### src/rtl/seg14_scroll_mux.sv
// seg14_scroll_mux: scans NUM_DIGITS 14-segment digits from a writable char buffer with dwell, blanking, frame strobe and optional scrolling
// Ports: clk/rst_n (async active-low); dwell, msg_len, scroll_en, scroll_frames, blank configure the scan;
//        wr_en/wr_addr/wr_data write the char buffer; sel/segm drive the pads; frame_tick pulses on the last cycle of a frame.
module seg14_scroll_mux #(
  parameter int NUM_DIGITS = 12,
  parameter int SEG_W      = 14,
  parameter int MSG_LEN    = 16,
  parameter int DWELL_W    = 16,
  parameter int AW         = $clog2(MSG_LEN)
) (
  input  logic                  clk,
  input  logic                  rst_n,
  input  logic [DWELL_W-1:0]    dwell,
  input  logic [AW:0]           msg_len,
  input  logic                  scroll_en,
  input  logic [7:0]            scroll_frames,
  input  logic                  blank,
  input  logic                  wr_en,
  input  logic [AW-1:0]         wr_addr,
  input  logic [5:0]            wr_data,
  output logic [NUM_DIGITS-1:0] sel,
  output logic [SEG_W-1:0]      segm,
  output logic                  frame_tick
);
  localparam int DW = NUM_DIGITS > 1 ? $clog2(NUM_DIGITS) : 1;
  localparam logic [13:0] FONT [36] = '{
    14'b11101111000000, 14'b11110001010010, 14'b10011100000000, 14'b11110000010010,
    14'b10011110000000, 14'b10001110000000, 14'b10111101000000, 14'b01101111000000,
    14'b10010000010010, 14'b01111000000000, 14'b00001110001100, 14'b00011100000000,
    14'b01101100101000, 14'b01101100100100, 14'b11111100000000, 14'b11001111000000,
    14'b11111100000100, 14'b11001111000100, 14'b10110111000000, 14'b10000000010010,
    14'b01111100000000, 14'b00001100001001, 14'b01101100000101, 14'b00000000101101,
    14'b00000000101010, 14'b10010000001001, 14'b11111100001001, 14'b01100000001000,
    14'b11011011000000, 14'b11110001000000, 14'b01100111000000, 14'b10110111000000,
    14'b10111111000000, 14'b11100000000000, 14'b11111111000000, 14'b11110111000000
  };
  logic [5:0]         mem [MSG_LEN];
  logic [DW-1:0]      d;
  logic [DWELL_W-1:0] c;
  logic [AW-1:0]      p, o, cur, p_nx, o_base, o_step, idx;
  logic [7:0]         fc;
  logic [AW:0]        len, new_len;
  logic               adv, fend;
  logic [5:0]         code;
  logic [13:0]        glyph;
  // at digit 0 the pointer restarts from the scroll offset, otherwise it follows p
  always_comb begin
    adv     = c >= dwell;
    fend    = adv && d == DW'(NUM_DIGITS - 1);
    cur     = (d == '0) ? o : p;
    p_nx    = ({1'b0, cur} + 1'b1 == len) ? '0 : cur + 1'b1;
    new_len = (msg_len == '0) ? (AW+1)'(1) : (msg_len > (AW+1)'(MSG_LEN)) ? (AW+1)'(MSG_LEN) : msg_len;
    o_base  = ({1'b0, o} >= new_len) ? '0 : o;
    o_step  = ({1'b0, o_base} + 1'b1 == new_len) ? '0 : o_base + 1'b1;
    idx     = scroll_en ? cur : AW'(d);
    code    = (scroll_en || int'(d) < int'(len)) ? mem[idx] : 6'd63;
    glyph   = (code < 6'd36) ? FONT[code] : '0;
  end
  always_ff @(posedge clk or negedge rst_n) begin
    if (!rst_n) begin
      sel        <= '0;
      segm       <= '0;
      frame_tick <= 1'b0;
      d          <= '0;
      c          <= '0;
      p          <= '0;
      o          <= '0;
      fc         <= '0;
      len        <= (AW+1)'(1);
      for (int i = 0; i < MSG_LEN; i++) mem[i] <= 6'd63;
    end else begin
      sel        <= NUM_DIGITS'(1) << d;
      segm       <= blank ? '0 : SEG_W'(glyph);
      frame_tick <= fend;
      if (wr_en) mem[wr_addr] <= wr_data;
      if (adv) begin
        c <= '0;
        d <= fend ? '0 : d + 1'b1;
        p <= p_nx;
      end else c <= c + 1'b1;
      if (fend) len <= new_len;
      if (!scroll_en) begin
        o  <= '0;
        fc <= '0;
      end else if (fend) begin
        fc <= (fc == scroll_frames) ? '0 : fc + 1'b1;
        o  <= (fc == scroll_frames) ? o_step : o_base;
      end
    end
  end
endmodule
### config.mk
export PLATFORM = sky130hd
export DESIGN_NAME = seg14_scroll_mux
export DESIGN_NICKNAME = d
export VERILOG_FILES = /design/src/rtl/seg14_scroll_mux.sv
export SDC_FILE = /design/constraint.sdc
export NUM_CORES = 1
export LEC_CHECK = 0
export CAP_MARGIN = 20
export CORE_MARGIN = 10
export CORE_UTILIZATION = 30
export CTS_CLUSTER_DIAMETER = 30
export DETAILED_ROUTE_END_ITERATION = 6
export GPL_TIMING_DRIVEN = 0
export SKIP_LAST_GASP = 1
export SLEW_MARGIN = 20
export SYNTH_ARGS = -nofsm -noshare
export SYNTH_HDL_FRONTEND = slang
export SYNTH_SLANG_ARGS = --single-unit
### constraint.sdc
create_clock -name clk -period 5.35 [get_ports clk]
set_input_delay 0.535 -clock clk [delete_from_list [all_inputs] [get_ports clk]]
set_output_delay 0.535 -clock clk [all_outputs]
set_load 0.005 [all_outputs]
* After elaboration in Yosys (flattened, before gate mapping)
Memories as Yosys holds them, arrays and structs flattened.
Cells that the tools add are included.
** Word-level totals
- Input bits :: 44
- Register bits after elaboration :: 164
- ROM bits :: 896
- Logic and storage cells :: 82
- Memories :: 1
- Output and inout bits :: 27
** Operators by class
- Equality and inequality tests :: 5
- Reduce and logical (&&, ||, !) cells :: 5
- Add/subtract/negate cells :: 7
- Shift-type cells :: 1
- Magnitude comparators :: 9
- Bitwise logic cells :: 3
- Multiplexer cells :: 26
** Memories
- (no name shown) :: words 64, bits a word 14, read ports 1, clocked after memory_dff 0, wr ports 0, RTL line 57 : glyph = (code < 6'd36) ? FONT[code] : '0;
** Operator list (number)
- 96-bit bitwise mux :: 1
- 14-bit two-way mux :: 4
- 4-bit two-way mux :: 9
- 6-bit binary-select mux with 4-bit select :: 1
- 6-bit demux with 4-bit select :: 1
- 6-bit two-way mux :: 4
- 8-bit two-way mux :: 3
- 16-bit by 1-bit adder with 16-bit output (second input constant) :: 1
- 16-bit >= comparator :: 1
- 16-bit two-way mux :: 1
- 4-bit by 1-bit adder with 4-bit output (second input constant) :: 3
- 1-bit by 4-bit << shifter with 12-bit output (first input constant) :: 1
- 4-bit by 1-bit adder with 5-bit output (second input constant) :: 2
- 5-bit equality test :: 2
- 5-bit >= comparator (second input constant) :: 2
- 5-bit two-way mux :: 2
- 4-bit NOT with 5-bit output :: 2
- 8-bit by 1-bit adder with 8-bit output (second input constant) :: 1
- 8-bit equality test :: 1
- 7-bit >= comparator (second input constant) :: 1
- 6-bit NOT with 7-bit output :: 1
- 6-bit less-than comparator (second input constant) :: 1
- 4-bit by 5-bit >= comparator with 1-bit output :: 1
- 5-bit greater-than comparator (second input constant) :: 1
- other kinds (8) :: 9

* Logic depth before layout (Yosys ltp)
- Depth in word-level cells :: 14
- Mapped depth :: 20
- Depth with buffers taken out :: 18

* Worst setup path before layout
OpenSTA, ideal clock, no wires.
- Kind :: register to register
- Start :: register d[1]
- End :: register segm[9]
- Arrival :: 4163 ps
- Clock period less this slack :: 4289 ps
- Path buffers :: 2
- Setup time :: 126 ps
- Required time :: 5224 ps
- Cell stages (with the launch flop) :: 18
- Path slack :: 1061 ps
- Cells stage by stage :: dfrtp_1 > clkbuf_1 > inv_1 > clkbuf_1 > ha_1 > or3b_4 > inv_2 > mux2i_1 > o21ai_0 > a41o_1 > a311oi_1 > a211o_1 > inv_1 > ha_1 > nand2_1 > nor3b_1 > a21oi_1 > a221o_1
** On the way
- Word-level cells in the longest chain between the ends :: 14
- Elaborated cells on any way between the ends :: 17
- Classes of those cells :: order compare (2); mux (10); bitwise (2); reduce/logical (2); memory (1)
** Ends and longest elaborated chain
- from (decl) :: RTL line 38 : logic [DW-1:0] d;
- from (signal assigned) :: RTL line 78 : d <= fend ? '0 : d + 1'b1;
- 4-bit logical NOT :: RTL line 50 : cur = (d == '0) ? o : p;
- 4-bit two-way mux :: RTL line 50
- 4-bit two-way mux :: RTL line 55 : idx = scroll_en ? cur : AW'(d);
- 4-bit NOT with 5-bit output (not written as such) :: RTL line 56 : code = (scroll_en || int'(d) < int'(len)) ? mem[idx] : 6'd63;
- 6-bit binary-select mux with 4-bit select :: RTL line 56
- 6-bit two-way mux (not written as such) (2 in a row) :: RTL line 56
- 6-bit two-way mux * :: RTL line 56
- 6-bit NOT with 7-bit output (not written as such) :: RTL line 57
- memory 64 x 14 bit
- 14-bit two-way mux (not written as such) (2 in a row) :: RTL line 57
- 14-bit two-way mux * :: RTL line 57
- 14-bit two-way mux * :: RTL line 73 : segm <= blank ? '0 : SEG_W'(glyph);
- to (signal assigned) :: RTL line 73
- to (decl) :: RTL line 22 : output logic [SEG_W-1:0] segm,
Every way passes the cells marked *; elsewhere a longest branch is shown, timed or not. The select of a mux whose other input is x is not followed.
A chain may end at the register's enable or synchronous reset.

* Final worst setup path
- Start :: register d[1]
- End :: register segm[8]
Same word-level chain as after synthesis.

==> impl_results.md <==
- Status: finished, final reports clean
- Routability congestion estimate: 0.959
- Mux contribution to synthesized area: 0.120
- # IOs: 71
- Worst slew pin tran: 1.02 ns
- Synth unique cells: 84
- Worst Setup SP: d[1]$_DFFE_PN0N_
- DRC viols: 0
- Clock root buffer: clkbuf_16
- Worst-case vdd ir drop: 259 uV
- Sequential power share: 0.322
- Die Span Y: 204 um
- Clock sinks: 164
- Vias/cell: 5.43
- Clock Latency Late Sink: 0.43 ns
- CTS hold repair buffers: 0
- Largest net degree at the start of global routing: 84
- Num CTS Buffers: 17
- Layout Skew: 0.0188 ns
- Post-Layout Inst Area: 12100 um2
- N_diodes: 0
- Worst slew margin: 0.318
- Overall routing resource usage: 0.151
- Final worst path period share: 0.935
- Ys flop type: dfstp_2
- WL/cell: 19.7 um
- Fmax: 200 MHz
- Sw Ratio: 0.419
- DR iter-0 viols: 666
- Startpoint Class: register
- Synthesis-stage register bit count: 164
- Crit path DAT: 5.31 ns
- Logic gate share of total power: 0.467
- Reg clk slew, reported paths: 0.07 ns
- Fill count: 3347
- Synth Area in XOR/XNOR: 0.0267
- Placed Area: 11400 um2
- Final setup violation count: 0
- Vias: 8588
- Fin nets: 1206
- Area Overhead vs Synth: 18.8%
- First-pass GRT wire length: 49900 um
- TritonCTS clock tree: built
- Crit-path slowest cell: a21oi_1
- Worst-path cell chain: clkbuf_2 -> clkinvlp_4 -> ha_1 -> or3b_2 -> a21oi_1 -> nor2_1 -> o211ai_1 -> o21ai_0 -> o2111ai_1 -> nand4b_1 -> or2_2 -> a311oi_1
- Psw: 0.00243 W
- Vias in the first global route: 8657
- Synth Area in Compound Gates: 0.183
- CP top delay family: compound AO/OA/AOI/OAI gates
- Hold Violations, Final: 0
- Post-Place Setup Slack: -0.530 ns
- Post-layout min period: 5.00 ns
- Post-synth EDFFs: 0
- Ys Warns: 0
- Routed wire length: 31200 um
- Synthesized area: 10200 um2
- Syn_nets: 1118
- Initial Utilization: 0.304
- Clock buffer depth: 2
- Clock power share: 0.212
- Reg2reg start: d[1]$_DFFE_PN0N_
- Syn_area_per_cell: 9.84 um2
- Post-synthesis simple-gate area fraction: 0.162
- Die Wd: 204 um
- Max-cap violation count: 0
- Drt pass-1 iters: 6
- RSZ-0062 raised after global routing: false
- Maximum fanout along the worst path: 10
- Final Max Tran Viols: 0
- Pint: 0.00337 W
- Post-synthesis sequential area ratio: 0.416
- WS Path Type: reg -> reg
- Post-Syn Instances: 1033
- Bufs and invs on worst path: 2
- Port bufs: 68
- Largest family of logic cells by synthesized area: compound AO/OA/AOI/OAI gates
- Overflow after GRT: 0
- Die area: 41700 um2
- Endpoint type of the worst setup path: register
- H-Tree Depth: 4
- HP Class: in -> async
- Ys async rst share: 1.00
- Critical path required time: 5.66 ns
- Post-route ant nets: 0
- Initial antenna violation count: 0
- Share of layout cells above drive strength 1: 0.253
- Leak: 4.75 nW
- CP peak stage delay: 0.72 ns
- Final WS setup: 0.349 ns
- Power Density: 481 nW/um2
- Post-synthesis adder-cell area fraction: 0.0505
- Num rows: 67
- Core area: 33400 um2
- HPWL after DPL: 22700 um
## registers in the layout (all words and copies together), names as in the netlist
signal      count
segm           14
o               4
mem            96
sel            12
c              16
len             5
d               4
frame_tick      1
p               4
fc              8
## power groups by stage
stage / clock [W] / combinational, W / sequential (W)
2_1_floorplan: 0 / 0.00182 / 0.00180
3_3_place_gp: 0 / 0.00261 / 0.00188
3_5_place_dp: 0 / 0.00262 / 0.00189
4_1_cts: 0.00125 / 0.00265 / 0.00187
5_1_grt: 0.00130 / 0.00298 / 0.00191
6_report: 0.00123 / 0.00271 / 0.00187
## layout make-up
cell class                 count  area (um2)  area share
buffer                        58         250      0.0207
clock buffer                  20         457      0.0378
clock inverter                12         118     0.00974
inverter                      45         180      0.0149
multi-input combinational    763        5550       0.460
sequential                   164        4230       0.350
tap                          448         561      0.0464
timing repair buffer          72         736      0.0609
## placed cells by master, fill, tap and decap left out, types with 20 or more instances in the layout
master and count:
a21oi_1 49, clkbuf_1 41, clkdlybuf4s50_1 67, dfrtp_1 67, dfstp_2 97, ha_1 41, inv_1 37, mux2_2 98
nand2_1 52, nand2b_1 20, nand3_1 21, nor2_1 93, o21ai_0 65
## cells in the mapped netlist (all sizes together) (4+ instances only)
| master | number | area, um2 |
|---|---|---|
| nand4 | 12 | 75.1 |
| or3b | 5 | 46.3 |
| inv | 43 | 161 |
| o2111ai | 8 | 70.1 |
| a21oi | 51 | 263 |
| a2111oi | 4 | 35.0 |
| ha | 41 | 513 |
| o311ai | 6 | 52.6 |
| a311oi | 6 | 58.8 |
| xor2 | 12 | 105 |
| nand3 | 22 | 115 |
| and3 | 10 | 62.6 |
| and2 | 9 | 56.3 |
| a31oi | 7 | 43.8 |
| a21boi | 4 | 30.0 |
| o21ai | 66 | 334 |
| or2 | 8 | 50.1 |
| mux2i | 12 | 120 |
| dfrtp | 67 | 1680 |
| nand4b | 4 | 35.0 |
| nand2b | 20 | 125 |
| or3 | 11 | 68.8 |
| nor3b | 9 | 67.6 |
| xnor2 | 19 | 166 |
| o221ai | 5 | 56.3 |
| nor3 | 20 | 100 |
| buf | 17 | 93.8 |
| clkbuf | 44 | 165 |
| o21a | 4 | 30.0 |
| nand2 | 52 | 195 |
| nor2b | 13 | 81.3 |
| dfstp | 97 | 2550 |
| o22ai | 7 | 43.8 |
| mux2 | 98 | 1100 |
| a211oi | 17 | 155 |
| nor2 | 95 | 367 |
| nor4 | 5 | 31.3 |
| a21o | 14 | 105 |
| nand3b | 13 | 97.6 |
| o211ai | 16 | 120 |
| a211o | 10 | 87.6 |
## routing by layer
layer,wire (um),part of all wire,vias up,global-route usage
li1,-,-,3973,-
met1,13800,0.44,4259,0.198
met2,14600,0.47,316,0.241
met3,2250,0.072,40,0.0380
met4,576,0.018,0,0.0418
met5,0,0,-,0
## what timing repair did
action / CTS / global route
resized for setup: 5 / 8
setup buffers: 1 / 2
pin swaps: 0 / 1
endpoints found under the setup margin: 14 / 11
## metrics by stage
stage                     TNS (ns)  total power [W]  cells  hold slack (ns)   util
final                            0          0.00581   1582           0.0749  0.361
after global routing             0          0.00619   1582            0.122  0.361
after CTS                        0          0.00577   1582           0.0985  0.360
after detailed placement     -5.13          0.00451   1550            0.483  0.342
after global placement     -313.07          0.00449   1549            0.470  0.341
after floorplan                  0          0.00362   1033            0.239      -
## worst paths after layout
path | slack, ns | to | depth (start not counted)
worst max register to register | 0.35 | segm[8]$_DFF_PN0_ | 12
min in group clk | 0.49 | len[3]$_DFFE_PN0P_ | 2
worst max-delay path | 0.35 | segm[8]$_DFF_PN0_ | 12
worst min register to register | 0.49 | len[3]$_DFFE_PN0P_ | 2
max in group asynchronous | 4.40 | mem[59]$_DFFE_PN1P_ | 2
worst min-delay path | 0.07 | fc[7]$_DFFE_PN0P_ | 1
## worst register-to-register path, cell delays in order, from the launching register on
cell,delay [ns]
dfrtp_1,0.43
clkbuf_2,0.24
clkinvlp_4,0.16
ha_1,0.32
or3b_2,0.49
a21oi_1,0.72
nor2_1,0.48
o211ai_1,0.22
o21ai_0,0.13
o2111ai_1,0.58
nand4b_1,0.39
or2_2,0.41
a311oi_1,0.32
## cells by family (layout without fill, tap and decap cells)
family | count (synthesis) | count (layout)
buf+inv | 106 | 207
compound gates | 265 | 265
flops | 164 | 164
fa+ha+maj | 41 | 41
xor+xnor | 31 | 31
mux | 110 | 110
simple gates | 316 | 316
Power figures use the tool's default switching activity.
